<file path="config.mk">
export PLATFORM = sky130hd
export DESIGN_NAME = fifo_prog
export DESIGN_NICKNAME = d
export VERILOG_FILES = /design/src/rtl/shared_pkg.sv /design/src/rtl/fifo_mem.sv /design/src/rtl/fifo_prog.sv
export SDC_FILE = /design/constraint.sdc
export NUM_CORES = 1
export LEC_CHECK = 0
export BUFFER_PORTS_ARGS = -buffer_cell sky130_fd_sc_hd__buf_2
export CAP_MARGIN = 10
export CORE_MARGIN = 2
export CORE_UTILIZATION = 35
export CTS_CLUSTER_DIAMETER = 30
export DETAILED_ROUTE_END_ITERATION = 12
export GPL_ROUTABILITY_DRIVEN = 0
export PLACE_DENSITY = 0.62
export SETUP_SLACK_MARGIN = 0.15
export SLEW_MARGIN = 20
export SYNTH_ARGS = -nofsm -noshare
export SYNTH_HDL_FRONTEND = slang
export SYNTH_SLANG_ARGS = --single-unit
</file>
<file path="constraint.sdc">
create_clock -name clk -period 9.3 [get_ports clk]
set_clock_uncertainty 0.05 [all_clocks]
set_input_delay 2.79 -clock clk [delete_from_list [all_inputs] [get_ports clk]]
set_output_delay 2.79 -clock clk [all_outputs]
set_load 0.01 [all_outputs]
</file>
<file path="src/rtl/shared_pkg.sv">
// Shared constants for the programmable FIFO and its bench.
// Latency: n/a (declarations only).
// Backpressure: n/a.
package shared_pkg;

    localparam int FIFO_WIDTH    = 16;
    localparam int FIFO_DEPTH    = 8;
    localparam int max_fifo_addr = $clog2(FIFO_DEPTH);
    localparam int CNT_W         = $clog2(FIFO_DEPTH) + 1;

    // Stimulus knobs for randomised benches (enable switches and
    // percentage of cycles with the request asserted).
    localparam int RD_ACTIVE     = 1;
    localparam int WR_ACTIVE     = 1;
    localparam int RD_EN_ON_DIST = 30;
    localparam int WR_EN_ON_DIST = 70;

endpackage

</file>
<file path="src/rtl/fifo_mem.sv">
// FIFO storage array: one synchronous write port, one asynchronous read port.
// Latency: write visible on the read port the cycle after the write edge.
// Backpressure: none; the caller only asserts we for accepted writes.
module fifo_mem #(
    parameter int WIDTH  = 16,
    parameter int DEPTH  = 8,
    parameter int ADDR_W = 3
) (
    input  logic              clk,
    input  logic              we,
    input  logic [ADDR_W-1:0] waddr,
    input  logic [WIDTH-1:0]  wdata,
    input  logic [ADDR_W-1:0] raddr,
    output logic [WIDTH-1:0]  rdata
);

    logic [WIDTH-1:0] mem [DEPTH];

    // Storage is deliberately not reset; stale words are never exposed
    // because the count gates every read.
    always_ff @(posedge clk) begin
        if (we) begin
            mem[waddr] <= wdata;
        end
    end

    assign rdata = mem[raddr];

endmodule

</file>
<file path="src/rtl/fifo_prog.sv">
// Synchronous FIFO with runtime almost-full/almost-empty thresholds.
// Latency: read data 1 cycle after accepted read; with FIFO_FWFT_EN the head word is shown directly.
// Backpressure: writes to a full FIFO are rejected (overflow pulse) unless a read frees a slot the same cycle.
module fifo_prog
    import shared_pkg::*;
#(
    parameter int  FIFO_WIDTH = shared_pkg::FIFO_WIDTH,
    parameter int  FIFO_DEPTH = shared_pkg::FIFO_DEPTH,
    localparam int CNT_W      = $clog2(FIFO_DEPTH) + 1,
    localparam int ADDR_W     = $clog2(FIFO_DEPTH)
) (
    input  logic                  clk,
    input  logic                  rst_n,
    input  logic [FIFO_WIDTH-1:0] data_in,
    input  logic                  wr_en,
    input  logic                  rd_en,
    input  logic [CNT_W-1:0]      af_level,
    input  logic [CNT_W-1:0]      ae_level,
    output logic [FIFO_WIDTH-1:0] data_out,
    output logic                  wr_ack,
    output logic                  overflow,
    output logic                  underflow,
    output logic                  full,
    output logic                  empty,
    output logic                  almostfull,
    output logic                  almostempty,
    output logic [CNT_W-1:0]      count
);

    logic [ADDR_W-1:0]     wr_ptr;
    logic [ADDR_W-1:0]     rd_ptr;
    logic [FIFO_WIDTH-1:0] head;
    logic                  wr_acc;
    logic                  rd_acc;

    // A read never happens from empty; a write into a full FIFO is only
    // allowed when a read vacates a slot on the same edge.
    assign rd_acc = rd_en && !empty;
    assign wr_acc = wr_en && (!full || rd_acc);

    assign full        = (count == CNT_W'(FIFO_DEPTH));
    assign empty       = (count == '0);
    assign almostfull  = (count >= af_level);
    assign almostempty = (count <= ae_level);

    fifo_mem #(
        .WIDTH  (FIFO_WIDTH),
        .DEPTH  (FIFO_DEPTH),
        .ADDR_W (ADDR_W)
    ) u_mem (
        .clk   (clk),
        .we    (wr_acc && rst_n),
        .waddr (wr_ptr),
        .wdata (data_in),
        .raddr (rd_ptr),
        .rdata (head)
    );

    // Pointer, occupancy and pulse state; pointers wrap at FIFO_DEPTH-1
    // so non power-of-two depths work.
    always_ff @(posedge clk) begin
        if (!rst_n) begin
            wr_ptr    <= '0;
            rd_ptr    <= '0;
            count     <= '0;
            wr_ack    <= 1'b0;
            overflow  <= 1'b0;
            underflow <= 1'b0;
        end else begin
            if (wr_acc) begin
                wr_ptr <= (wr_ptr == ADDR_W'(FIFO_DEPTH - 1)) ? '0 : wr_ptr + 1'b1;
            end
            if (rd_acc) begin
                rd_ptr <= (rd_ptr == ADDR_W'(FIFO_DEPTH - 1)) ? '0 : rd_ptr + 1'b1;
            end
            if (wr_acc && !rd_acc) begin
                count <= count + 1'b1;
            end else if (rd_acc && !wr_acc) begin
                count <= count - 1'b1;
            end
            wr_ack    <= wr_acc;
            overflow  <= wr_en && full && !rd_acc;
            underflow <= rd_en && empty;
        end
    end

`ifdef FIFO_FWFT_EN
    // First-word fall-through: the head word is always visible, zero when empty.
    assign data_out = empty ? '0 : head;
`else
    // Registered read: capture the head word on each accepted read.
    always_ff @(posedge clk) begin
        if (!rst_n) begin
            data_out <= '0;
        end else if (rd_acc) begin
            data_out <= head;
        end
    end
`endif

endmodule

</file>
==> results.py, run 1 <==
metrics = {
    "worst_setup_path": {
        "cp-start-kind": "primary input",
        "crit_arrival_ns": 3.96,
        "r2r_start": "count[0]",
        "cp_max_fo": 2,
        "cp.required_ns": 6.46,
        "cpPeakStageDelay_ns": 0.29,
        "path_cells": "buf_2 > inv_1 > ha_1 > nor2b_1 > o21a_1 > o21a_1 > o21ai_0 > buf_2",
        "cp_top_family": "compound AO/OA/AOI/OAI gates",
        "slowest_stage": "ha_1",
        "endpoint_kind": "primary output",
        "crit_type": "in -> out",
        "path_buf_inv": 3,
        "worstSetupStartpoint": "ae_level[1]",
    },
    "synth": {
        "synth_enable_flop_cells": 128,
        "synth_ff_type": "edfxtp_1",
        "yosysWarnings": 0,
        "syn-num-nets": 388,
        "seq_area_frac_synth_pct": 71.96,
        "netlist_area_um2": 6148,
        "synthCells": 344,
        "synth.avg_cell_area_um2": 17.87,
        "synth_top_cell_area_share_pct": 62.52,
        "synth_area_leaders": "edfxtp_1 63%, mux4_2 12%, dfxtp_1 9.4%",
        "synth.distinct_cells": 42,
        "async_reset_ff_share_pct": 0,
        "ys_ff_latch": 157,
        "yosys.area.top_type": "edfxtp_1",
    },
    "route": {
        "postRouteWirelength_um": 12080,
        "drt-pass1-iter-count": 4,
        "drtAntennaViolNets": 0,
        "vias": 3258,
        "drtIter0Drc": 191,
        "vias_per_cell": 5.012,
        "route.detailed.drc": 0,
        "drt-wirelength-per-cell_um": 18.59,
    },
    "finish": {
        "fill_cells": 1540,
        "finish.cell_count_without_fillers": 650,
        "final_nets": 456,
        "drive_above_1_share_pct": 32.00,
        "synthToLayoutAreaGrowth_pct": 18.78,
        "design_area_um2": 7303,
        "num_antenna_cells": 0,
        "layout_common_cells": "128 x edfxtp_1, 54 x buf_2, 32 x mux4_2",
        "layout_commonest_cell": "edfxtp_1",
    },
    "cts": {
        "h-tree-depth": 4,
        "cts-root-buf": "clkbuf_16",
        "clock_sinks": 157,
        "cts_tree": "done",
        "hold_buffers": 0,
        "cts_made_buffers": 17,
        "postCtsSetupRepairBufs": 0,
        "path_clk_slew_ns": 0.06,
        "ctsResizeCount": 0,
        "clockBufferDepth": 2,
        "insertion_delay_ns": 0.42,
    },
    "global_routing": {
        "antenna_found_initial": 0,
        "grt_pass1_wl_um": 18980,
        "grt_use_total_pct": 14.26,
        "overflow": 0,
        "grt_max_degree": 36,
        "grt_pass1_vias": 3338,
    },
    "place": {
        "dpl_cell_area_um2": 6706,
        "dp.cells": 618,
        "dp_hpwl_um": 6913,
        "portBuffers": 54,
    },
    "outcome": {
        "outcome": "completed",
    },
    "die": {
        "initial_core_util_pct": 35.67,
        "rows": 48,
        "coreArea_um2": 17240,
        "ios": 55,
        "die_height_um": 136.5,
        "die_x_um": 136.5,
        "dieArea_um2": 18640,
    },
    "power_and_ir_drop": {
        "irDropWorstVdd_mv": 0.1738,
        "total_power_mw": 1.907,
        "p_leak_nw": 2.582,
        "power_per_cell_area_nw_per_um2": 261.1,
    },
    "timing": {
        "drv_slew": 0,
        "worst_pin_slew_ns": 0.8843,
        "finalCritPeriodShare_pct": 73.07,
        "rsz0062_at_grt": "no",
        "setup-tns-final_ns": 0,
        "timing.slew.headroom_pct": 40.96,
        "fin_crit_ns": 6.796,
        "setup_viol": 0,
        "hold_viol": 0,
        "max_freq_mhz": 147.2,
    },
    "hold_path": {
        "hp-start": "wr_ptr[0]",
        "min_path_type": "reg -> reg",
    },
    "job": {
        "drv_cap": 0,
    },
}
-- power breakdown --
group          internal (mW)  switching [mW]
logic                  0.174           0.191
registers              0.809          0.0385
clock network          0.424           0.270
-- worst min-delay path, stage by stage, from the launching register on --
cell and delay [ns]:
dfxtp_1 0.34, nand2_1 0.06, a21boi_1 0.05
-- sequential cells by signal, indices dropped and copies added, names as in the netlist --
signal	flops
underflow	1
count	4
rd_ptr	3
u_mem.mem	128
data_out	16
wr_ack	1
wr_ptr	3
overflow	1
-- layer usage --
layer / GRT usage, % / part of all wire (%)
met1: 18.62 / 45
met2: 22.67 / 49
met3: 4.111 / 5.0
met4: 5.382 / 1.4
met5: 0 / 0
-- cell type report --
type,count,area [um^2],share of cell area (%)
flip-flops and latches,157,4425,60.60
multi-input cells,161,1613,22.08
clock buffers,19,432.9,5.928
repair buffers,64,345.3,4.728
well taps,225,281.5,3.855
clock inverters,13,163.9,2.244
inverters,11,41.29,0.5654
-- Yosys cell counts (all sizes together) (7+ instances only) --
master / number
edfxtp: 128
o22ai: 15
nor2: 22
nand2: 11
ha: 15
buf: 7
inv: 11
o21ai: 19
clkbuf: 8
dfxtp: 29
mux4: 32
-- through the flow --
step	hold slack, ns	setup WS, ns	utilization, %
floorplan	0.4190	2.658	-
global placement	0.4334	2.548	38.91
detailed placement	0.4460	2.503	38.91
CTS	0.4597	2.502	42.37
global route	0.4959	2.372	42.37
finish	0.4532	2.504	42.37
-- worst paths after layout --
kind	to	slack, ns	depth (start not counted)
setup / recovery	almostempty	2.50	8
hold / removal	wr_ptr[0]	0.45	2
setup reg to reg	count[3]	6.58	9
hold reg to reg	wr_ptr[0]	0.45	2
-- cells by family after synthesis --
logic type	count (synthesis)	synth area share, %
AO/OA/AOI/OAI	50	5.169
multiplexers	36	12.37
adder cells (fa/ha/maj)	16	3.378
XOR/XNOR	2	0.2850
AND/OR/NAND/NOR	57	4.701
buffers and inverters	26	2.137
flip-flops	157	71.96
Power figures use the tool's default switching activity.
==> run 2, diff against run 1 <==
- clock period: 9.3 -> 6.45 ns (I/O delays scaled with it)
==> run 2 against run 1 <==
Effect of this change: count of clock-buffer cells in the layout grew 1; via count down 0.46%; clock power increased by 51%; sequential cell count is the same; combinational power increased by 44%; non-clock buffer count is the same; final area grew 0.45%; setup slack got worse by 1.1 ns; first-iteration DRC count up 25%; register-to-register slack worse by 2.9 ns; largest cell class unchanged.
==> results.py, run 2 (synthesis gave the netlist of run 1 again) <==
metrics = {
    "worst_setup_path": {
        "endpoint_kind": "primary output",
        "crit_arrival_ns": 3.10,
        "path_cells": "buf_2 > ha_1 > nand2b_1 > a21o_1 > a21o_1 > a21o_1 > buf_2",
        "cp.required_ns": 4.47,
        "cp-start-kind": "primary input",
        "path_buf_inv": 2,
        "slowest_stage": "ha_1",
        "cpPeakStageDelay_ns": 0.27,
        "crit_top_cell": "a21o_1",
        "cp_top_family": "compound AO/OA/AOI/OAI gates",
        "crit_type": "in -> out",
        "cp_max_fo": 1,
    },
    "timing": {
        "rsz0062_at_grt": "no",
        "setup_viol": 0,
        "hold_viol": 0,
        "max_freq_mhz": 196.6,
        "whs_ns": 0.4543,
        "finalCritPeriodShare_pct": 78.86,
        "fin_crit_ns": 5.086,
        "worst_pin_slew_ns": 0.9066,
        "drv_slew": 0,
        "timing.slew.headroom_pct": 39.48,
        "setup-tns-final_ns": 0,
    },
    "finish": {
        "drive_above_1_share_pct": 32.24,
        "reg.largest.list": "u_mem.mem: 128 flops, data_out: 16 flops, count: 4 flops",
        "synthToLayoutAreaGrowth_pct": 19.31,
        "largest_register_ffs": 128,
        "regMostFlops": "u_mem.mem",
        "finish.cell_count_without_fillers": 650,
        "multiInputGateArea_um2": 1613,
        "num_antenna_cells": 0,
        "layout_common_cells": "128 x edfxtp_1, 54 x buf_2, 32 x mux4_2",
        "fill_cells": 1535,
        "post-route-util_pct": 42.56,
        "final_nets": 456,
        "layout_commonest_cell": "edfxtp_1",
        "ff_latch_area_um2": 4425,
    },
    "global_routing": {
        "grt_max_degree": 36,
        "grt_pass1_wl_um": 18760,
        "grt_use_total_pct": 14.06,
        "overflow": 0,
        "grt_pass1_vias": 3336,
        "antenna_found_initial": 0,
    },
    "route": {
        "drtAntennaViolNets": 0,
        "drt-wirelength-per-cell_um": 18.75,
        "vias_per_cell": 4.989,
        "vias": 3243,
        "postRouteWirelength_um": 12190,
        "drt-pass1-iter-count": 6,
        "route.detailed.drc": 0,
        "drtIter0Drc": 238,
    },
    "cts": {
        "h-tree-depth": 4,
        "path_clk_slew_ns": 0.06,
        "postCtsSetupRepairBufs": 0,
        "clockBufferDepth": 2,
        "clock_sinks": 157,
        "cts_tree": "done",
        "cts-root-buf": "clkbuf_16",
        "insertion_delay_ns": 0.41,
        "ctsResizeCount": 0,
        "hold_buffers": 0,
        "cts_made_buffers": 17,
    },
    "place": {
        "portBuffers": 54,
        "dp_hpwl_um": 6852,
        "dp.cells": 618,
    },
    "die": {
        "die_x_um": 136.5,
        "rows": 48,
        "coreArea_um2": 17240,
        "initial_core_util_pct": 35.67,
        "ios": 55,
        "dieArea_um2": 18640,
        "die_height_um": 136.5,
    },
    "power_and_ir_drop": {
        "p_leak_nw": 2.601,
        "power_per_cell_area_nw_per_um2": 381.6,
        "irDropWorstVdd_mv": 0.2505,
        "total_power_mw": 2.799,
    },
    "job": {
        "drv_cap": 0,
    },
    "outcome": {
        "outcome": "completed",
    },
    "hold_path": {
        "min_path_type": "reg -> reg",
    },
}
-- run 2: cell types whose count changed in the layout (fill, tap and decap cells not counted), sizes merged --
cell / before / now
inv: 15 / 14
bufinv: 3 / 4
clkbuf: 19 / 20
clkinvlp: 2 / 1
-- run 2: path summary, 6_finish.rpt --
check        slack (ns)        start         end  cells after the start
max                1.36  af_level[0]  almostfull                      7
min                0.45    wr_ptr[0]   wr_ptr[0]                      2
max reg2reg        3.69     count[0]    count[3]                      9
min reg2reg        0.45    wr_ptr[0]   wr_ptr[0]                      2
-- run 2: cell type report --
| type | count | area share [%] |
|---|---|---|
| Clock inverter | 12 | 2.490 |
| Tap cell | 225 | 3.838 |
| Timing Repair Buffer | 64 | 4.707 |
| Multi-Input combinational cell | 161 | 21.99 |
| Clock buffer | 20 | 6.089 |
| Inverter | 11 | 0.5629 |
| Sequential cell | 157 | 60.33 |
-- run 2: report_power, final --
part	internal, mW	leakage, nW	switching (mW)
clock network	0.662	0.305	0.387
logic	0.251	0.901	0.276
registers	1.17	1.40	0.0555
total	2.08	2.60	0.719
-- run 2: worst reg2reg max path, cell delays in order (launching register included) --
cell and delay (ns):
dfxtp_1 0.41, o41a_2 0.76, inv_2 0.19, ha_1 0.19, inv_1 0.10, ha_1 0.33
a21oi_1 0.18, a211oi_1 0.09, a31oi_1 0.19, mux2i_1 0.20
-- run 2: metal layers --
| layer | share of wire [%] | global-route usage (%) |
|---|---|---|
| met1 | 46 | 18.08 |
| met2 | 48 | 22.56 |
| met3 | 4.4 | 3.815 |
| met4 | 2.0 | 5.845 |
| met5 | 0 | 0 |
-- run 2: metrics by stage --
| stage | instance area, um^2 | worst slack, ns |
|---|---|---|
| global placement | 6706 | 1.408 |
| global route | 7336 | 1.263 |
| floorplan | 6148 | 1.518 |
| CTS | 7336 | 1.361 |
| detailed placement | 6706 | 1.369 |
| finish | 7336 | 1.364 |
==> run 3, diff against run 2 <==
- PLACE_DENSITY: 0.62 -> 0.64
- clock period: 6.45 -> 4.1 ns (I/O delays scaled with it)
==> run 3 against run 2 <==
Effect of this change: worst hold slack worse by 0.0066 ns; clock power grew 54%; first-iteration DRC count is 16% lower; critical path depth grew 1; register-to-register slack got worse by 2.4 ns; sequential power grew 61%; final area up 0.32%; die area unchanged; sequential cell count unchanged; routed wire length is 2.4% higher.
==> results.py, run 3 (synthesis gave the netlist of run 1 again) <==
metrics = {
    "outcome": {
        "outcome": "completed",
    },
    "power_and_ir_drop": {
        "p_int_mw": 3.256,
        "power_per_cell_area_nw_per_um2": 594.4,
        "p_leak_nw": 2.619,
        "power_switching_mw": 1.118,
        "seqPwrFrac_pct": 45.1,
        "power.clock.fraction_pct": 37.0,
        "p_sw_share_pct": 25.56,
        "pwr-share-comb_pct": 18.0,
        "irDropWorstVdd_mv": 0.3783,
        "total_power_mw": 4.374,
    },
    "route": {
        "drtAntennaViolNets": 0,
        "postRouteWirelength_um": 12480,
        "vias_per_cell": 4.977,
        "vias": 3265,
        "drt-wirelength-per-cell_um": 19.02,
        "drtIter0Drc": 201,
        "route.detailed.drc": 0,
        "drt-pass1-iter-count": 4,
    },
    "global_routing": {
        "grt_max_degree": 34,
        "antenna_found_initial": 0,
        "grt_use_total_pct": 14.50,
        "overflow": 0,
        "grt_pass1_vias": 3538,
        "grt_pass1_wl_um": 19590,
    },
    "timing": {
        "finalCritPeriodShare_pct": 89.56,
        "fin_crit_ns": 3.672,
        "setup-tns-final_ns": 0,
        "whs_ns": 0.4476,
        "drv_slew": 0,
        "setup_viol": 0,
        "timing.slew.headroom_pct": 39.23,
        "hold_viol": 0,
        "max_freq_mhz": 272.3,
        "worst_pin_slew_ns": 0.9115,
        "rsz0062_at_grt": "no",
    },
    "cts": {
        "cts_made_buffers": 17,
        "insertion_delay_ns": 0.41,
        "h-tree-depth": 4,
        "cts_tree": "done",
        "path_clk_slew_ns": 0.06,
        "clockBufferDepth": 2,
        "ctsResizeCount": 0,
        "postCtsSetupRepairBufs": 0,
        "cts-root-buf": "clkbuf_16",
        "hold_buffers": 0,
        "clock_sinks": 157,
    },
    "worst_setup_path": {
        "cp_max_fo": 2,
        "cp_top_family": "compound AO/OA/AOI/OAI gates",
        "reg2reg_depth": 10,
        "cp.required_ns": 2.82,
        "endpoint_kind": "primary output",
        "slowest_stage": "ha_1",
        "cpPeakStageDelay_ns": 0.30,
        "cp-start-kind": "primary input",
        "crit_type": "in -> out",
        "path_cells": "buf_2 > inv_1 > ha_1 > nor2b_1 > o21a_1 > o21a_1 > o21ai_0 > buf_2",
        "worst-path-stages": 8,
        "crit_arrival_ns": 2.39,
        "path_buf_inv": 3,
    },
    "finish": {
        "largest_register_ffs": 128,
        "layout_commonest_cell": "edfxtp_1",
        "post-route-util_pct": 42.70,
        "layout_common_cells": "128 x edfxtp_1, 54 x buf_2, 32 x mux4_2",
        "reg.largest.list": "u_mem.mem: 128 flops, data_out: 16 flops, count: 4 flops",
        "drive_above_1_share_pct": 32.71,
        "num_antenna_cells": 0,
        "final_nets": 462,
        "synthToLayoutAreaGrowth_pct": 19.70,
        "regMostFlops": "u_mem.mem",
        "fill_cells": 1510,
    },
    "place": {
        "dp_hpwl_um": 7758,
        "portBuffers": 54,
    },
    "die": {
        "rows": 48,
        "initial_core_util_pct": 35.67,
        "die_x_um": 136.5,
        "ios": 55,
        "coreArea_um2": 17240,
        "die_height_um": 136.5,
        "dieArea_um2": 18640,
    },
    "hold_path": {
        "min_path_type": "reg -> reg",
        "min_path_cells": 2,
    },
    "job": {
        "drv_cap": 0,
    },
}
==> run 3: final timing paths <==
path              slack, ns         from     endpoint
hold reg to reg        0.45    wr_ptr[0]    wr_ptr[0]
setup / recovery       0.43  ae_level[1]  almostempty
setup reg to reg       1.29     count[1]     count[3]
hold / removal         0.45    wr_ptr[0]    wr_ptr[0]
==> run 3: area by class of cell <==
type / count / area [um^2] / area share, %
Timing Repair Buffer: 70 / 390.4 / 5.304
Multi-Input combinational cell: 161 / 1613 / 21.91
Tap cell: 225 / 281.5 / 3.825
Clock buffer: 21 / 440.4 / 5.984
Inverter: 11 / 41.29 / 0.5610
Sequential cell: 157 / 4427 / 60.15
Clock inverter: 11 / 166.4 / 2.261
==> run 3: worst register-to-register path, delay by kind of cell, from the launching register on <==
family	cells	cell delay (ns)
flip-flops	1	0.42
adder cells (fa/ha/maj)	2	0.50
AO/OA/AOI/OAI	4	0.77
buffers and inverters	2	0.20
AND/OR/NAND/NOR	1	0.62
multiplexers	1	0.20
==> run 3: power groups by stage <==
stage | sequential, mW | clock (mW) | combinational, mW
floorplan | 1.97 | 0 | 0.578
global placement | 2.01 | 0 | 0.773
detailed placement | 2.01 | 0 | 0.792
CTS | 1.98 | 1.65 | 0.801
global route | 2.00 | 1.72 | 0.876
finish | 1.97 | 1.62 | 0.785
==> run 3: layer usage <==
metal / routed length, um / vias up / share of wire, % / GRT usage (%)
met5: 0 / - / 0 / 0
li1: - / 1509 / - / -
met4: 153 / 0 / 1.2 / 4.919
met2: 6316 / 87 / 51 / 24.08
met1: 5183 / 1657 / 42 / 18.04
met3: 827 / 12 / 6.6 / 4.481
==> run 3: per-stage QoR <==
| step | instance area (um^2) | cells | setup slack [ns] |
|---|---|---|---|
| final | 7360 | 656 | 0.4280 |
| after global placement | 6753 | 624 | 0.4650 |
| after global routing | 7360 | 656 | 0.3479 |
| after CTS | 7360 | 656 | 0.4321 |
| after floorplan | 6148 | 344 | 0.5782 |
| after detailed placement | 6753 | 624 | 0.4319 |
